==> src/rtl/systolic_seq_ctrl_pkg.sv <==
// Shared types and derived-length helpers for the systolic tile sequencer.
// Optional build macro: SEQ_PERF_CNT_EN (stall performance counter).
package systolic_pkg;

    typedef enum logic [2:0] {
        ST_IDLE  = 3'd0,
        ST_CLEAR = 3'd1,
        ST_FEED  = 3'd2,
        ST_DRAIN = 3'd3,
        ST_DONE  = 3'd4
    } seq_state_e;

    function automatic int seq_last(input int n, input int m, input int k);
        return k + n + m - 2;
    endfunction

    function automatic int feed_len(input int n, input int m, input int k);
        return k + ((n > m) ? n : m) - 1;
    endfunction

endpackage

==> src/rtl/systolic_seq_ctrl_if.sv <==
// Job handshake and array-control bundle between scheduler and sequencer.
// Optional build macro: SEQ_PERF_CNT_EN adds stall_cnt.
interface systolic_seq_ctrl_if #(
    parameter int N = 2,
    parameter int M = 2,
    parameter int K = 4
);
    localparam int CNT_W = $clog2(K + N + M);

    logic             start;
    logic             abort;
    logic             stall;
    logic             busy;
    logic             acc_clr;
    logic             array_en;
    logic [N-1:0]     a_en;
    logic [M-1:0]     b_en;
    logic [CNT_W-1:0] t_idx;
    logic             done;
`ifdef SEQ_PERF_CNT_EN
    logic [15:0]      stall_cnt;
`endif

    modport master (
        output start, abort, stall,
        input  busy, acc_clr, array_en, a_en, b_en, t_idx, done
`ifdef SEQ_PERF_CNT_EN
        , input stall_cnt
`endif
    );

    modport slave (
        input  start, abort, stall,
        output busy, acc_clr, array_en, a_en, b_en, t_idx, done
`ifdef SEQ_PERF_CNT_EN
        , output stall_cnt
`endif
    );

endinterface

==> src/rtl/systolic_seq_ctrl_skew.sv <==
// Skewed lane window: lane l is enabled while l <= t < l+K.
// Optional build macro: SEQ_PERF_CNT_EN (not used here).
module skew_window_gen #(
    parameter int LANES = 2,
    parameter int K     = 4,
    parameter int CNT_W = 3
) (
    input  logic             i_en,
    input  logic [CNT_W-1:0] i_t,
    output logic [LANES-1:0] o_lane
);
    localparam logic [CNT_W-1:0] K_T = CNT_W'(K);

    // t-l wraps to a value >= K when t < l, so one compare covers both bounds
    for (genvar l = 0; l < LANES; l++) begin : g_lane
        logic [CNT_W-1:0] w_rel;
        assign w_rel     = i_t - CNT_W'(l);
        assign o_lane[l] = i_en && (w_rel < K_T);
    end

endmodule

==> src/rtl/systolic_seq_ctrl.sv <==
// Sequencer for one N x M systolic tile multiply with inner dimension K.
// Optional build macro: SEQ_PERF_CNT_EN adds a saturating stall counter.
module systolic_seq_ctrl
    import systolic_pkg::*;
#(
    parameter int N = 2,
    parameter int M = 2,
    parameter int K = 4
) (
    input logic clk,
    input logic rst,
    systolic_seq_ctrl_if.slave bus
);
    localparam int CNT_W = $clog2(K + N + M);
    localparam int LAST  = seq_last(N, M, K);
    localparam int FLEN  = feed_len(N, M, K);

    localparam logic [2:0] S_IDLE  = ST_IDLE;
    localparam logic [2:0] S_CLEAR = ST_CLEAR;
    localparam logic [2:0] S_FEED  = ST_FEED;
    localparam logic [2:0] S_DRAIN = ST_DRAIN;
    localparam logic [2:0] S_DONE  = ST_DONE;

    localparam logic [CNT_W-1:0] FEED_END = CNT_W'(FLEN - 1);
    localparam logic [CNT_W-1:0] LAST_T   = CNT_W'(LAST);

    logic [2:0]       r_state;
    logic [CNT_W-1:0] r_t;
    logic             w_feed;
    logic             w_act;
    logic             w_run;

    assign w_feed = (r_state == S_FEED);
    assign w_act  = w_feed || (r_state == S_DRAIN);
    assign w_run  = w_act && !bus.stall;

    always_ff @(posedge clk or negedge rst) begin
        if (!rst) begin
            r_state <= S_IDLE;
            r_t     <= '0;
        end else begin
            unique case (r_state)
                S_IDLE: begin
                    if (bus.start) r_state <= S_CLEAR;
                end
                S_CLEAR: begin
                    r_t     <= '0;
                    r_state <= bus.abort ? S_IDLE : S_FEED;
                end
                S_FEED, S_DRAIN: begin
                    if (bus.abort) begin
                        r_state <= S_IDLE;
                        r_t     <= '0;
                    end else if (!bus.stall) begin
                        r_t <= r_t + 1'b1;
                        if (w_feed && r_t == FEED_END)
                            r_state <= S_DRAIN;
                        else if (!w_feed && r_t == LAST_T)
                            r_state <= S_DONE;
                    end
                end
                S_DONE: r_state <= S_IDLE;
                default: r_state <= S_IDLE;
            endcase
        end
    end

    skew_window_gen #(.LANES(N), .K(K), .CNT_W(CNT_W)) u_a_win (
        .i_en   (w_feed && !bus.stall),
        .i_t    (r_t),
        .o_lane (bus.a_en)
    );

    skew_window_gen #(.LANES(M), .K(K), .CNT_W(CNT_W)) u_b_win (
        .i_en   (w_feed && !bus.stall),
        .i_t    (r_t),
        .o_lane (bus.b_en)
    );

    assign bus.busy     = (r_state != S_IDLE);
    assign bus.acc_clr  = (r_state == S_CLEAR);
    assign bus.array_en = w_run;
    assign bus.done     = (r_state == S_DONE);
    assign bus.t_idx    = r_t;

`ifdef SEQ_PERF_CNT_EN
    logic [15:0] r_stall_cnt;

    // an aborting cycle is not counted as a stall
    always_ff @(posedge clk or negedge rst) begin
        if (!rst) begin
            r_stall_cnt <= '0;
        end else if (r_state == S_CLEAR) begin
            r_stall_cnt <= '0;
        end else if (w_act && bus.stall && !bus.abort
                     && r_stall_cnt != 16'hFFFF) begin
            r_stall_cnt <= r_stall_cnt + 16'd1;
        end
    end

    assign bus.stall_cnt = r_stall_cnt;
`endif

endmodule

==> src/flat_wrapper.sv <==
// flat-port wrapper written by rule: the top's interface ports become plain ports
module systolic_seq_ctrl_flat import systolic_pkg::*;
#(
    parameter int N = 2,
    parameter int M = 2,
    parameter int K = 4
)
  (clk, rst, bus_start, bus_abort, bus_stall, bus_busy, bus_acc_clr, bus_array_en, bus_a_en, bus_b_en, bus_t_idx, bus_done);
  systolic_seq_ctrl_if #(.N(N), .M(M), .K(K)) bus_i ();
  input logic clk;
  input logic rst;
  input wire logic [$bits(bus_i.start)-1:0] bus_start;
  input wire logic [$bits(bus_i.abort)-1:0] bus_abort;
  input wire logic [$bits(bus_i.stall)-1:0] bus_stall;
  output wire logic [$bits(bus_i.busy)-1:0] bus_busy;
  output wire logic [$bits(bus_i.acc_clr)-1:0] bus_acc_clr;
  output wire logic [$bits(bus_i.array_en)-1:0] bus_array_en;
  output wire logic [$bits(bus_i.a_en)-1:0] bus_a_en;
  output wire logic [$bits(bus_i.b_en)-1:0] bus_b_en;
  output wire logic [$bits(bus_i.t_idx)-1:0] bus_t_idx;
  output wire logic [$bits(bus_i.done)-1:0] bus_done;
  assign bus_i.start = bus_start;
  assign bus_i.abort = bus_abort;
  assign bus_i.stall = bus_stall;
  assign bus_busy = bus_i.busy;
  assign bus_acc_clr = bus_i.acc_clr;
  assign bus_array_en = bus_i.array_en;
  assign bus_a_en = bus_i.a_en;
  assign bus_b_en = bus_i.b_en;
  assign bus_t_idx = bus_i.t_idx;
  assign bus_done = bus_i.done;
  systolic_seq_ctrl #(.N(N), .M(M), .K(K)) u_core (.clk(clk), .rst(rst), .bus(bus_i));
endmodule
==> config.mk <==
export PLATFORM = sky130hd
export DESIGN_NAME = systolic_seq_ctrl_flat
export DESIGN_NICKNAME = d
export VERILOG_FILES = /design/src/rtl/systolic_seq_ctrl_pkg.sv /design/src/rtl/systolic_seq_ctrl_if.sv /design/src/rtl/systolic_seq_ctrl_skew.sv /design/src/rtl/systolic_seq_ctrl.sv /design/src/flat_wrapper.sv
export SDC_FILE = /design/constraint.sdc
export NUM_CORES = 1
export LEC_CHECK = 0
export CAP_MARGIN = 20
export CORE_AREA = 2 2 39 41
export CTS_CLUSTER_SIZE = 25
export DETAILED_ROUTE_END_ITERATION = 8
export DIE_AREA = 0 0 41 43
export PLACE_DENSITY = 0.75
export REMOVE_ABC_BUFFERS = 1
export SKIP_LAST_GASP = 1
export SYNTH_ARGS = -nofsm -noshare
export SYNTH_HDL_FRONTEND = slang
export SYNTH_SLANG_ARGS = --single-unit
export TNS_END_PERCENT = 50
==> constraint.sdc <==
create_clock -name clk -period 1.3 [get_ports clk]
set_input_delay 0.325 -clock clk [delete_from_list [all_inputs] [get_ports clk]]
set_output_delay 0.325 -clock clk [all_outputs]
set_load 0.01 [all_outputs]
==> metrics <==
status finished, violations left; failing checks setup timing; drt wl/cell 12.48 um; WS Path Type reg2out; ys flop type dfrtp_1; Filler cells 121; DPL Wire Length 962.8 um; Worst Clk Skew 0.0007142 ns; cts bufs inserted 3; global placement routability congestion 0.7962; asr flop ratio synth 100.0%; Layout Nets 102; total grt overflow 0; Clock Path Buffers 2; Pwr per Cell Area 1901 nW/um^2; Remaining DRCs 0; Yosys warnings 0; critical path peak fanout 2; final wirelength 1335 um; H-tree depth 1; Critical Path Max Stage Delay 0.38 ns; Min Clock Period, post-route 1.567 ns; Final period util 120.6%; slew margin rel. 81.33%; peak supply drop 1.141 mV; most frequent cells in the layout buf_4 (20), buf_2 (6), dfrtp_1 (6); area grow syn2layout 95.41%; Seq/Total Area, Yosys 32.43%; Top Ports 16; most frequent CP cell buf_6; worst slew pin tran 0.2790 ns; Fin. Hold Viols 0; Total Routing Usage GR 18.22%; WP data required 0.98 ns; Critical path origin u_core.r_state[2]$_DFFE_PN0P_; fraction of layout cells with a size suffix above 1 58.24%; CORE AREA 1384 sq um; initial antenna violation count 0; crit start category flop; Post-DRT Antenna Nets 0; Distinct cells, synth 24; Row Count 14; CTS sink count 6; # port buffers 15; syn_area_per_cell 8.735 sq um; number of vias per cell 4.869; Crit. End Element primary output; routed vias 521; min-delay worst type in2async; Pins Over Slew Limit 0; CP arrival 1.24 ns; CTS tree yes; pin count of the biggest net entering global routing 7; final setup fails 17; DRT Pass-1 Iters 4; Slowest cell on crit path dfrtp_1; clk root buf clkbuf_4; most common cell after layout, fill and taps aside buf_4; Die Height 43 um; post-route core utilization 65.37%; Syn Inst Count 53; Die ar. 1763 sq um; initial drt markers 6; max-cap violations 0; RSZ-0062 raised after global routing yes; cts hold-fix bufs 0; Die Span X 41 um; worst-skew pair later-pin latency 0.24 ns; CP Cell Sequence buf_6 -> or3_4 -> buf_6; setup slack after layout -0.2674 ns; Netlist Area Pre-Place 462.9 sq um; global-route wire length before repair 2194 um; fmax 638.0 MHz; Finished Cell Area 904.6 sq um; antenna fix cells 0; CTS clk-pin slew, worst paths 0.04 ns; Post-synth EDFFs 0; worst reg2reg startpoint u_core.bus.t_idx[0]$_DFFE_PN0P_; #FFs+latches synth 6; DP Area 738.2 sq um; initial core utilization 33.45%; vias in the first global route 543; Leak Pwr 0.4563 nW
==> where the power goes <==
part	total, mW	switching, mW	internal [mW]
sequential	0.311	0.0691	0.242
clock	0.169	0.0645	0.104
combinational	1.24	0.536	0.704
==> cells in the mapped netlist, drive strengths merged, types with 2 or more instances <==
| cell | count | share of area [%] |
|---|---|---|
| buf | 3 | 5.7 |
| dfrtp | 6 | 32 |
| ha | 4 | 11 |
| inv | 3 | 2.4 |
| mux2i | 3 | 6.5 |
| nand2 | 6 | 4.9 |
| nand2b | 2 | 2.7 |
| nand3 | 2 | 2.2 |
| nand3b | 2 | 3.2 |
| nor2 | 7 | 5.7 |
| nor3 | 2 | 2.2 |
| o21ai | 2 | 2.2 |
| or3 | 2 | 3.8 |
==> flip-flops by register name (all words and copies together) (netlist names) <==
name / flops
u_core.bus.t_idx: 3
u_core.r_state: 3
==> per-stage QoR <==
step | setup TNS (ns) | hold slack, ns | cells | setup slack (ns) | power [mW]
after detailed placement | -6.145 | 0.5864 | 98 | -0.7420 | 1.278
final | -2.592 | 0.3243 | 107 | -0.2674 | 1.719
after CTS | -2.895 | 0.3245 | 104 | -0.2830 | 1.571
after global routing | -3.694 | 0.3474 | 107 | -0.3053 | 1.863
after floorplan | -1.023 | 0.02941 | 49 | -0.2546 | 0.7092
after global placement | -5.834 | 0.5843 | 98 | -0.6623 | 1.237
==> critical path: cells and delay by family, from the launching register on <==
| family | cells | cell delay, ns |
|---|---|---|
| DFF | 1 | 0.38 |
| buffers and inverters | 2 | 0.26 |
| and+or+nand+nor | 1 | 0.36 |
==> kinds of logic after synthesis <==
logic type / count (synthesis) / synth area share, %
AND/OR/NAND/NOR: 25 / 28.65
AO/OA/AOI/OAI: 7 / 10.81
buffers and inverters: 7 / 8.917
flip-flops: 6 / 32.43
adder cells (fa/ha/maj): 4 / 10.81
multiplexers: 3 / 6.487
XOR/XNOR: 1 / 1.892
==> worst paths after layout <==
| path | cells past startpoint | to | slack, ns |
|---|---|---|---|
| worst max-delay path | 3 | bus_busy | -0.27 |
| worst min-delay path | 1 | u_core.r_state[1]$_DFFE_PN0P_ | 0.32 |
| worst max register to register | 8 | u_core.r_state[1]$_DFFE_PN0P_ | -0.17 |
| worst min register to register | 3 | u_core.bus.t_idx[1]$_DFFE_PN0P_ | 0.72 |
| max in group asynchronous | 1 | u_core.bus.t_idx[1]$_DFFE_PN0P_ | 0.76 |
| min in group clk | 2 | u_core.r_state[1]$_DFFE_PN0P_ | 0.40 |
==> final cells by class <==
type | count | area, sq um | share of cell area [%]
sequential | 6 | 150.1 | 16.60
inverter | 3 | 11.26 | 1.245
multi-input combinational | 40 | 372.9 | 41.22
clock buffer | 3 | 22.52 | 2.490
tap | 16 | 20.02 | 2.213
timing repair buffer | 39 | 327.8 | 36.24
==> layer usage <==
| layer | wire length, um | GRT usage, % | share of wire, % | up-vias |
|---|---|---|---|---|
| li1 | - | - | - | 254 |
| met1 | 524 | 19.80 | 39 | 251 |
| met2 | 719 | 30.31 | 54 | 12 |
| met3 | 71 | 7.853 | 5.3 | 4 |
| met4 | 20 | 5.333 | 1.5 | 0 |
| met5 | 0 | 0 | 0 | - |
==> repair_timing <==
| action | 4_1_cts | 5_1_grt |
|---|---|---|
| gates cloned | 0 | 0 |
| resized for setup | 52 | 11 |
| endpoints found under the setup margin | 16 | 17 |
| pin swaps | 7 | 9 |
| setup buffers | 4 | 3 |
Note: power is estimated with default switching activity, not from simulation.
